==> config.mk <==
export PLATFORM = sky130hd
export DESIGN_NAME = video_mem_arbiter
export DESIGN_NICKNAME = d
export VERILOG_FILES = /design/src/rtl/video_mem_arbiter_pkg.sv /design/src/rtl/vram_cpu_port.sv /design/src/rtl/video_mem_arbiter.sv
export SDC_FILE = /design/constraint.sdc
export NUM_CORES = 1
export LEC_CHECK = 0
export CAP_MARGIN = 20
export CORE_ASPECT_RATIO = 1.4
export CORE_MARGIN = 1.5
export CORE_UTILIZATION = 47
export CTS_BUF_LIST = sky130_fd_sc_hd__clkbuf_16
export CTS_CLUSTER_DIAMETER = 30
export DETAILED_ROUTE_END_ITERATION = 8
export GPL_TIMING_DRIVEN = 0
export PLACE_DENSITY_LB_ADDON = 0.12
export SLEW_MARGIN = 20
export SYNTH_ARGS = -nofsm -noshare
export SYNTH_HDL_FRONTEND = slang
export SYNTH_SLANG_ARGS = --single-unit
==> constraint.sdc <==
create_clock -name clk -period 3.9 [get_ports clk]
set_clock_uncertainty 0.1 [all_clocks]
set_input_delay 0.39 -clock clk [delete_from_list [all_inputs] [get_ports clk]]
set_output_delay 0.39 -clock clk [all_outputs]
set_load 0.05 [all_outputs]
==> src/rtl/video_mem_arbiter_pkg.sv <==
// video_mem_arbiter_pkg
//   Shared definitions for the video memory arbiter. It holds the slot
//   numbers inside an 8-clock character cell, the CPU port state
//   encoding and the cell width in pixels.
package video_mem_arbiter_pkg;

  localparam int CHAR_PIXELS = 8;
  localparam int SLOT_WIDTH  = $clog2(CHAR_PIXELS);

  typedef logic [SLOT_WIDTH-1:0] slot_t;

  localparam slot_t SLOT_VRAM  = slot_t'(0);  // video owns the RAM port
  localparam slot_t SLOT_CODE  = slot_t'(1);  // character code returns from VRAM
  localparam slot_t SLOT_ROM   = slot_t'(2);  // char ROM address presented
  localparam slot_t SLOT_GLYPH = slot_t'(3);  // glyph byte returns from ROM
  localparam slot_t SLOT_LOAD  = slot_t'(7);  // shifter load strobe

  typedef enum logic [1:0] {
    IDLE   = 2'd0,
    ACCESS = 2'd1,
    RDATA  = 2'd2,
    ACK    = 2'd3
  } cpu_state_t;

endpackage

==> src/rtl/vram_cpu_port.sv <==
// vram_cpu_port
//   CPU side of the VRAM time-slot arbiter. It decides when a CPU access
//   may take the RAM port, captures read data and produces the ack pulse.
//   The top module owns the RAM port registers and loads them on
//   access_start.
//
//   state  | meaning
//   IDLE   | waiting for cpu_req
//   ACCESS | CPU address/we/wdata on the RAM port for one cycle
//   RDATA  | RAM read data valid; captured for reads
//   ACK    | cpu_ack high; a still-held request chains straight into ACCESS
//
// Ports
//   clk, reset    pixel clock, async active-high reset
//   cpu_req       request, held until cpu_ack
//   cpu_we        1 = write
//   slot0_next    the next cycle is slot 0, which belongs to video
//   ram_rdata     VRAM synchronous read data
//   access_start  combinational: RAM port goes to the CPU on this edge
//   cpu_ack       1-cycle completion pulse (registered)
//   cpu_rdata     read data, held until the next read completes
module vram_cpu_port
  import video_mem_arbiter_pkg::*;
(
  input  logic       clk,
  input  logic       reset,
  input  logic       cpu_req,
  input  logic       cpu_we,
  input  logic       slot0_next,
  input  logic [7:0] ram_rdata,
  output logic       access_start,
  output logic       cpu_ack,
  output logic [7:0] cpu_rdata
);

  cpu_state_t state_q;
  logic       we_q;

  // Slot 0 is never granted, so a request arriving just before it waits one cycle.
  assign access_start = cpu_req && !slot0_next &&
                        ((state_q == IDLE) || (state_q == ACK));

  always_ff @(posedge clk or posedge reset) begin
    if (reset) begin
      state_q   <= IDLE;
      we_q      <= 1'b0;
      cpu_ack   <= 1'b0;
      cpu_rdata <= 8'h00;
    end else begin
      cpu_ack <= 1'b0;
      case (state_q)
        IDLE: begin
          if (access_start) begin
            state_q <= ACCESS;
            we_q    <= cpu_we;
          end
        end
        ACCESS: state_q <= RDATA;
        RDATA: begin
          if (!we_q) cpu_rdata <= ram_rdata;
          cpu_ack <= 1'b1;
          state_q <= ACK;
        end
        ACK: begin
          if (access_start) begin
            state_q <= ACCESS;
            we_q    <= cpu_we;
          end else begin
            state_q <= IDLE;
          end
        end
        default: state_q <= IDLE;
      endcase
    end
  end

endmodule

==> src/rtl/video_mem_arbiter.sv <==
// video_mem_arbiter
//   Shares the single-port VRAM between display fetch and the CPU on an
//   8-slot character cell, runs the char-ROM lookup and hands one glyph
//   byte per cell to the pixel shifter.
//
// Ports
//   clk, reset                  16 MHz pixel clock, async active-high reset
//   char_start                  pulse in the cycle before a cell's slot 0
//   video_active, ma, ra        cell timing/address from the CRTC
//   charset                     char ROM bank select
//   cpu_req/we/addr/wdata       CPU access request (held until cpu_ack)
//   cpu_ack, cpu_rdata          CPU completion pulse and read data
//   ram_addr/we/wdata/rdata     VRAM port (outputs registered)
//   rom_addr, rom_rdata         char ROM port (address registered)
//   pixel_data/invert/load      glyph byte, reverse-video bit, load strobe
module video_mem_arbiter
  import video_mem_arbiter_pkg::*;
#(
  parameter int ADDR_WIDTH = 11,
  parameter int RA_WIDTH   = 3
) (
  input  logic                  clk,
  input  logic                  reset,
  input  logic                  char_start,
  input  logic                  video_active,
  input  logic [ADDR_WIDTH-1:0] ma,
  input  logic [RA_WIDTH-1:0]   ra,
  input  logic                  charset,
  input  logic                  cpu_req,
  input  logic                  cpu_we,
  input  logic [ADDR_WIDTH-1:0] cpu_addr,
  input  logic [7:0]            cpu_wdata,
  output logic                  cpu_ack,
  output logic [7:0]            cpu_rdata,
  output logic [ADDR_WIDTH-1:0] ram_addr,
  output logic                  ram_we,
  output logic [7:0]            ram_wdata,
  input  logic [7:0]            ram_rdata,
  output logic [RA_WIDTH+7:0]   rom_addr,
  input  logic [7:0]            rom_rdata,
  output logic [7:0]            pixel_data,
  output logic                  pixel_invert,
  output logic                  pixel_load
);

  slot_t               slot_q;
  slot_t               next_slot;
  logic                cpu_start;
  logic [RA_WIDTH-1:0] ra_s;
  logic                charset_s;
  logic                active_s;
  logic [7:0]          code_q;
  logic [7:0]          glyph_q;

  // char_start forces a cell boundary, truncating the current cell.
  assign next_slot = char_start ? SLOT_VRAM : slot_t'(slot_q + slot_t'(1));

  vram_cpu_port u_cpu_port (
    .clk          (clk),
    .reset        (reset),
    .cpu_req      (cpu_req),
    .cpu_we       (cpu_we),
    .slot0_next   (next_slot == SLOT_VRAM),
    .ram_rdata    (ram_rdata),
    .access_start (cpu_start),
    .cpu_ack      (cpu_ack),
    .cpu_rdata    (cpu_rdata)
  );

  always_ff @(posedge clk or posedge reset) begin
    if (reset) begin
      slot_q       <= SLOT_VRAM;
      ram_addr     <= '0;
      ram_we       <= 1'b0;
      ram_wdata    <= 8'h00;
      rom_addr     <= '0;
      ra_s         <= '0;
      charset_s    <= 1'b0;
      active_s     <= 1'b0;
      code_q       <= 8'h00;
      glyph_q      <= 8'h00;
      pixel_data   <= 8'h00;
      pixel_invert <= 1'b0;
      pixel_load   <= 1'b0;
    end else begin
      slot_q <= next_slot;
      ram_we <= 1'b0;

      // RAM port: video in slot 0, CPU in its single ACCESS cycle,
      // otherwise the address just holds.
      if (next_slot == SLOT_VRAM) begin
        ram_addr  <= ma;
        ra_s      <= ra;
        charset_s <= charset;
        active_s  <= video_active;
      end else if (cpu_start) begin
        ram_addr  <= cpu_addr;
        ram_we    <= cpu_we;
        ram_wdata <= cpu_wdata;
      end

      // The ROM address is built from the code byte as it arrives, so the
      // lookup is on the ROM port during slot 2.
      if (slot_q == SLOT_CODE) begin
        code_q   <= ram_rdata;
        rom_addr <= {charset_s, ram_rdata[6:0], ra_s};
      end

      if (slot_q == SLOT_GLYPH) glyph_q <= rom_rdata;

      // Only a cell that actually reaches slot 7 loads the shifter.
      pixel_load <= (next_slot == SLOT_LOAD);
      if (next_slot == SLOT_LOAD) begin
        pixel_data   <= active_s ? glyph_q : 8'h00;
        pixel_invert <= active_s & code_q[7];
      end
    end
  end

endmodule
==> run summary, run 1 <==
The run finished with clean final reports. The biggest area contributor in the post-synthesis netlist is dfrtp_1. The number of distinct library cells after synthesis came out at 21.

The type of the tightest min-delay check is in -> async. The number of cells in the design after placement came out at about 390. The port buffer count is 105. For this block, the initial DRC count from the detailed router was a little over 40. The total of max-cap violations is 0.

In the global route stage, overall resource usage came out at 0.187. The most common cell in the synthesized netlist is dfrtp_1. VDD sags by at most between 0.0005 and 0.0006 V. The routed via count came out at 2002.

The final antenna diode count is 0. The maximum frequency from static timing analysis came out at 459 MHz. The initial antenna violation count was 0. The analysis attributes to cell leakage a power of between 0.0015 and 0.002 uW.

The die width is 68.8 um. The number of buffers added to fix hold violations after cts came out at 0. Clock tree synthesis selected as its root buffer the cell clkbuf_16. The share of the synthesized area in the top cell type is 0.614. The clock-pin slew on the worst setup and hold paths is 0.06 ns. The number of routed nets with antenna violations came out at 0. The total negative setup slack came out at 0 ns. Among all flip-flop cells after synthesis, the most frequent one is dfrtp_1.

The ratio of routed vias to standard cells came out at between 4 and 5. In the finished design, the share of the clock period the worst path needs comes to 0.558. The count of pins over their slew limit came out at 0. The worst pin sits at a relative slew slack of 0.634.

The first global-routing pass estimated 8940 um of wire. The detail-routed net length per standard cell came out at 14.0 um. Measured along the y axis, the die boundary spans ~95 um. Entering global routing, the biggest net connects 54 pins. The initial standard-cell utilization of the core is 0.486. The area overhead of the layout relative to synthesis is 52.0%. The post-synthesis sequential area ratio is 0.614.

In this run, synthesis produced a sequential element count of 70. After clock tree synthesis, the repair step resized 0 gates. The final routed DRC violation total is 0. At the pin with the least slew margin, the transition time is 0.548 ns. The mean post-synth cell area is 13.1 um^2. The critical-path maximum fanout is 10.

The gate count after technology mapping came out at 218. The maximum root-to-sink buffer count came out at 2. The kind of critical path is reg -> reg. The number of buffers inserted during clock tree synthesis is 9. During I/O placement, the number of pins put on the boundary was 106. When the netlist entered floorplanning its net count stood at 280. The number of global-route vias before repair is 2024. For the worst setup path, the data arrival time is 2.27 ns. The synthesized netlist occupies a cell area of 2850 um^2.

Of the cells placed in the final design, the portion with a size suffix greater than 1 is 0.215. Setup violations remaining at the end of the flow were counted as 0. Setup repair after global routing left no endpoint under its margin. At the worst endpoint, the required time is 4.00 ns. The die covers 6550 um^2.

For this run, the detailed router's first-pass iteration total came to 4. The worst path setup slack after routing is 1.72 ns. The number of nets in the finished design came out at a little under 400. The pre-CTS setup slack came out at 1.69 ns. TritonCTS built the clock tree. The clock insertion delay at the later pin of the skew report came out at 0.32 ns. The final cell count without fillers came out at 410. The number of enable-type register cells in the synthesized netlist came out at 0. The power density of the placed cells came out at 797 nW/um^2. After synthesis, the most frequently instantiated cells are dfrtp_1, mux2_2, nand2_1, nor2_1, a21oi_1.

Yosys attributes the largest share of cell area to dfrtp_1, mux2_2, mux2i_1, ha_1, nand2_1. The worst setup path is captured at a flip-flop. The initialized floorplan defines 33 standard-cell rows. The sum of overflow across all layers after global routing is 0.

Counting every sink on the clock net gives 70. The clock period minus worst slack came out at between 2 and 2.5 ns. The total area inside the core boundary comes to approximately 6000 um^2.

The half-perimeter wire length after placement is 4160 um. The yosys synthesis warning count is 0. After clock tree synthesis, the setup repair step added 0 buffers. Routability-driven placement finished with a final weighted congestion of 0.720.

The worst setup path is launched from a flip-flop. The H-tree was split into 3 levels. Counting flops with an async set or reset pin after synthesis yields a share of 1.00. The number of fillers in the final layout came out at roughly 420.

The total length of routed wires is 5740 um. The final number of hold-violating endpoints came out at 0.
==> worst max-delay path, stage by stage, from the launching register on <==
cell     delay [ns]
dfrtp_1        0.43
ha_1           0.22
ha_1           0.31
a31oi_2        0.30
buf_2          0.32
buf_2          0.27
a21oi_1        0.10
==> per-stage QoR <==
step	hold WS, ns	utilization	instance area (um^2)	power [uW]
2_1_floorplan	0.350	-	2850	2120
3_3_place_gp	0.350	0.681	3990	2600
3_5_place_dp	0.355	0.686	4020	2630
4_1_cts	0.262	0.739	4330	3490
5_1_grt	0.281	0.739	4330	3620
6_report	0.255	0.739	4330	3460
==> state kept, by name (all words and copies together) (netlist names), 2 cells and up <==
register,flops
rom_addr,11
u_cpu_port.cpu_rdata,8
ram_wdata,8
pixel_data,8
glyph_q,8
ra_s,3
slot_q,3
ram_addr,11
u_cpu_port.state_q,2
==> area by class of cell <==
| cell class | count | area (um^2) | area share |
|---|---|---|---|
| timing repair buffer | 106 | 1080 | 0.249 |
| clock inverter | 7 | 88.8 | 0.0205 |
| multi-input combinational | 124 | 961 | 0.222 |
| sequential | 70 | 1750 | 0.404 |
| clock buffer | 9 | 225 | 0.0520 |
| tap | 70 | 87.6 | 0.0202 |
| buffer | 17 | 108 | 0.0248 |
| inverter | 7 | 33.8 | 0.00779 |
==> cell families after synthesis <==
logic type,count (synthesis),share of synthesized area
and+or+nand+nor,48,0.0720
adders and majority gates,6,0.0263
muxes,53,0.204
DFF,70,0.614
buffers and inverters,24,0.0487
AOI/OAI and AO/OA,17,0.0347
==> path summary, 6_finish.rpt <==
check / start / endpoint / slack [ns] / cells past startpoint
min reg2reg: pixel_data[5] / pixel_data[5] / 0.36 / 2
min: reset / ram_addr[3] / 0.25 / 2
max in group asynchronous: reset / rom_addr[4] / 2.92 / 3
max reg2reg: slot_q[0] / ram_addr[7] / 1.72 / 6
max: slot_q[0] / ram_addr[7] / 1.72 / 6
min in group clk: pixel_data[5] / pixel_data[5] / 0.36 / 2
==> cells in the final DEF (no fill, tap or decap), types with 2 or more instances in the layout <==
cell type | synthesis | routed
a21oi_1 | 13 | 13
and3_1 | 2 | 2
buf_2 | 5 | 5
buf_4 | 8 | 8
bufinv_16 | 0 | 2
clkbuf_1 | 3 | 3
clkbuf_16 | 0 | 9
clkdlybuf4s50_1 | 0 | 105
clkinv_1 | 0 | 2
clkinv_4 | 1 | 2
dfrtp_1 | 70 | 70
ha_1 | 6 | 6
inv_1 | 6 | 5
mux2_2 | 41 | 41
mux2i_1 | 12 | 12
nand2_1 | 20 | 20
nand3_1 | 9 | 9
nor2_1 | 14 | 14
nor2b_1 | 2 | 2
==> metal layers <==
metal / wire, um / global-route usage / share of wire
met1: 2260 / 0.208 / 0.39
met2: 2950 / 0.307 / 0.51
met3: 370 / 0.0614 / 0.064
met4: 164 / 0.105 / 0.029
met5: 0 / 0 / 0
==> where the power goes <==
| part | total (uW) | leakage [uW] | switching [uW] | internal [uW] |
|---|---|---|---|---|
| registers | 1080 | 0.000846 | 120 | 962 |
| clock network | 848 | 0.000150 | 294 | 555 |
| logic | 1530 | 0.000927 | 916 | 609 |
| total | 3460 | 0.00192 | 1330 | 2130 |
No activity file was read; power rests on OpenSTA's default activity.
==> inputs of run 2 (changes only) <==
--- a/config.mk
+++ b/config.mk
@@ -8,7 +8,7 @@
 export CAP_MARGIN = 20
 export CORE_ASPECT_RATIO = 1.4
 export CORE_MARGIN = 1.5
-export CORE_UTILIZATION = 47
+export CORE_UTILIZATION = 44
 export CTS_BUF_LIST = sky130_fd_sc_hd__clkbuf_16
 export CTS_CLUSTER_DIAMETER = 30
 export DETAILED_ROUTE_END_ITERATION = 8
==> constraint.sdc (replaced) <==
create_clock -name clk -period 2.2 [get_ports clk]
set_clock_uncertainty 0.1 [all_clocks]
set_input_delay 0.22 -clock clk [delete_from_list [all_inputs] [get_ports clk]]
set_output_delay 0.22 -clock clk [all_outputs]
set_load 0.05 [all_outputs]
==> run 2 against run 1 <==
  * Setup slack lost 1.6 ns
  * Total power grew 74%
  * Via count grew 1.2%
  * Critical path type unchanged
  * Largest cell class unchanged
  * Largest power group unchanged
  * Highest routed layer unchanged
==> run summary, run 2 (synthesis results as in run 1) <==
Outcome: finished clean (unchanged). The type of the tightest min-delay check was in -> async (unchanged). The number of buffers inserted during clock tree synthesis came out at 9 (unchanged).

The clock period minus worst slack came out at 2.10 ns (was 2.18 ns). The power density of the placed cells came out at 1390 nW/um^2 (was 797 nW/um^2). The count of pins over their slew limit was 0 (unchanged).

The area occupied by multi-input gates came out at 972 um^2 (was 961 um^2). The iteration count of the initial detailed-routing pass is 4 (unchanged). The static power due to leakage came out at 0.00193 uW (was 0.00192 uW).

The pin count of the biggest net entering global routing was 54 (unchanged). The half-perimeter wire length after placement came out at 4050 um (was 4160 um). The number of placed I/O pins is 106 (unchanged). The total of max-cap violations is 0 (unchanged). The total non-filler cell area in the finished layout is 4320 um^2 (was 4330 um^2). The die boundary height is 98.3 um (was 95.2 um). The critical path endpoint category is a flip-flop (unchanged).

The number of fillers in the final layout is 496 (was 424). The number of DRC violations after detailed-routing iteration 0 is 113 (was 41). The number of cells in the design after placement came out at 396 (was 394). The final core area utilization is 0.691 (was 0.739). The clock root buffer is clkbuf_16 (unchanged). Largest registers: ram_addr (11), rom_addr (11) (unchanged).

The deepest level of the CTS H-tree is 3 (unchanged). The total power is 6000 uW (was 3460 uW). The clock insertion delay at the later pin of the skew report is 0.32 ns (about the same).

The number of setup violations in the final report came to 0 (unchanged). The arrival time of data at the critical path endpoint is 2.21 ns (was 2.27 ns). The maximum root-to-sink buffer count is 2 (unchanged). The maximum vdd ir drop came out at 0.000907 V (was 0.000526 V). The data required time at the worst endpoint came out at 2.30 ns (was 4.00 ns).

The final routed DRC violation total is 0 (unchanged). The post-CTS setup buffer count is 0 (unchanged). The number of routed nets with antenna violations is 0 (unchanged). The routed via count is 2026 (was 2002). The worst max-slew margin expressed relative to the limit is 0.643 (was 0.634). The core outline area came to 6250 um^2 (was 5860 um^2). The share of the clock period used by the worst path after layout is 0.955 (was 0.558).

The combined flip-flop and latch cell area came out at 1750 um^2 (unchanged). The first-pass GRT wire length came out at 9670 um (was 8940 um). The final antenna diode count is 0 (unchanged). The number of global-route vias before repair is 2108 (was 2024). The overall die area is 6980 um^2 (was 6550 um^2).

The CTS tree is yes (unchanged). The sum of overflow across all layers after global routing came out at 0 (unchanged). The number of sinks on the clock net was 70 (unchanged).

The clock-pin slew on the worst setup and hold paths came to 0.06 ns (about the same). The final cell count without fillers came out at 412 (was 410). The area overhead of the layout relative to synthesis is 51.6% (was 52.0%). The maximum frequency from static timing analysis came out at 476 MHz (was 459 MHz). The site row count came out at 34 (was 33). The overall routing resource usage came out at 0.177 (was 0.187). Commonest non-fill, non-tap cells in the layout: clkdlybuf4s50_1, dfrtp_1, mux2_2 (unchanged).

The ratio of routed vias to standard cells is 4.92 (was 4.88). The total length of routed wires came out at 5770 um (was 5740 um). The kind of start point of the critical path was a flip-flop (unchanged). The commonest non-fill, non-tap cell in the layout is clkdlybuf4s50_1 (unchanged).

The initial antenna violation count came out at 0 (unchanged). The detail-routed net length per standard cell was 14.0 um (about the same). The placed cell area is 4020 um^2 (about the same). The die width came to 71.0 um (was 68.8 um). The final number of hold-violating endpoints is 0 (unchanged). The global placer's final weighted congestion is 0.692 (was 0.720).

The initial standard-cell utilization of the core is 0.456 (was 0.486). The share of cells above drive strength 1 came out at 0.218 (was 0.215). The kind of critical path is reg -> reg (unchanged). The number of nets in the finished design is 397 (unchanged). The port buffer count was 105 (unchanged). The critical-path maximum fanout is 10 (unchanged). The slew at the pin closest to its max-slew limit is 0.534 ns (was 0.548 ns).
## run 2: cell count changes in the layout (fill, tap and decap cells not counted), moves of 2 or more
cell / previous run / this run
clkbuf_4: 0 / 2
inv_1: 5 / 8
clkinv_1: 2 / 0
buf_2: 5 / 3
## run 2: area by class of cell
class                   instances  share of cell area
repair buffers                106               0.249
multi-input cells             124               0.225
plain buffers                  17              0.0263
well taps                      72              0.0208
flip-flops and latches         70               0.405
clock inverters                 7              0.0136
clock buffers                   9              0.0521
inverters                       7             0.00781
## run 2: path summary, 6_finish.rpt
check,endpoint,start,slack [ns],depth (start not counted)
min in group clk,pixel_invert,pixel_invert,0.36,2
worst max register to register,active_s,slot_q[0],0.1,5
worst max-delay path,active_s,slot_q[0],0.1,5
worst min register to register,pixel_invert,pixel_invert,0.36,2
max in group asynchronous,u_cpu_port.cpu_rdata[6],reset,1.38,3
worst min-delay path,ram_addr[4],reset,0.09,2
## run 2: worst max-delay path, cell delays in order (launching register included)
cell,delay [ns]
dfrtp_1,0.45
ha_1,0.24
ha_1,0.34
a31oi_4,0.25
clkbuf_4,0.27
mux2_2,0.35
## run 2: what timing repair did
action / in CTS / in global routing
setup endpoints to repair: 0 / 24
hold buffers: 0 / 0
gates resized for setup: 0 / 6
## run 2: per-stage QoR
stage	setup TNS (ns)	hold slack (ns)	setup WS (ns)
5_1_grt	-0.00514	0.105	-0.00514
3_5_place_dp	0	0.355	0.0338
2_1_floorplan	0	0.181	0.112
4_1_cts	0	0.0886	0.00806
6_report	0	0.0897	0.0979
3_3_place_gp	-76.86	0.350	-1.10
## run 2: routing by layer
metal | part of all wire | wire (um) | global-route usage | vias up
li1 | - | - | - | 969
met3 | 0.075 | 430 | 0.0712 | 10
met5 | 0 | 0 | 0 | -
met2 | 0.50 | 2900 | 0.287 | 69
met4 | 0.016 | 92 | 0.0668 | 0
met1 | 0.41 | 2350 | 0.211 | 978
## run 2: report_power, final
part / switching (uW) / internal (uW) / leakage, uW
clock: 516 / 860 / 0.000149
sequential: 207 / 1710 / 0.000846
combinational: 1630 / 1080 / 0.000932
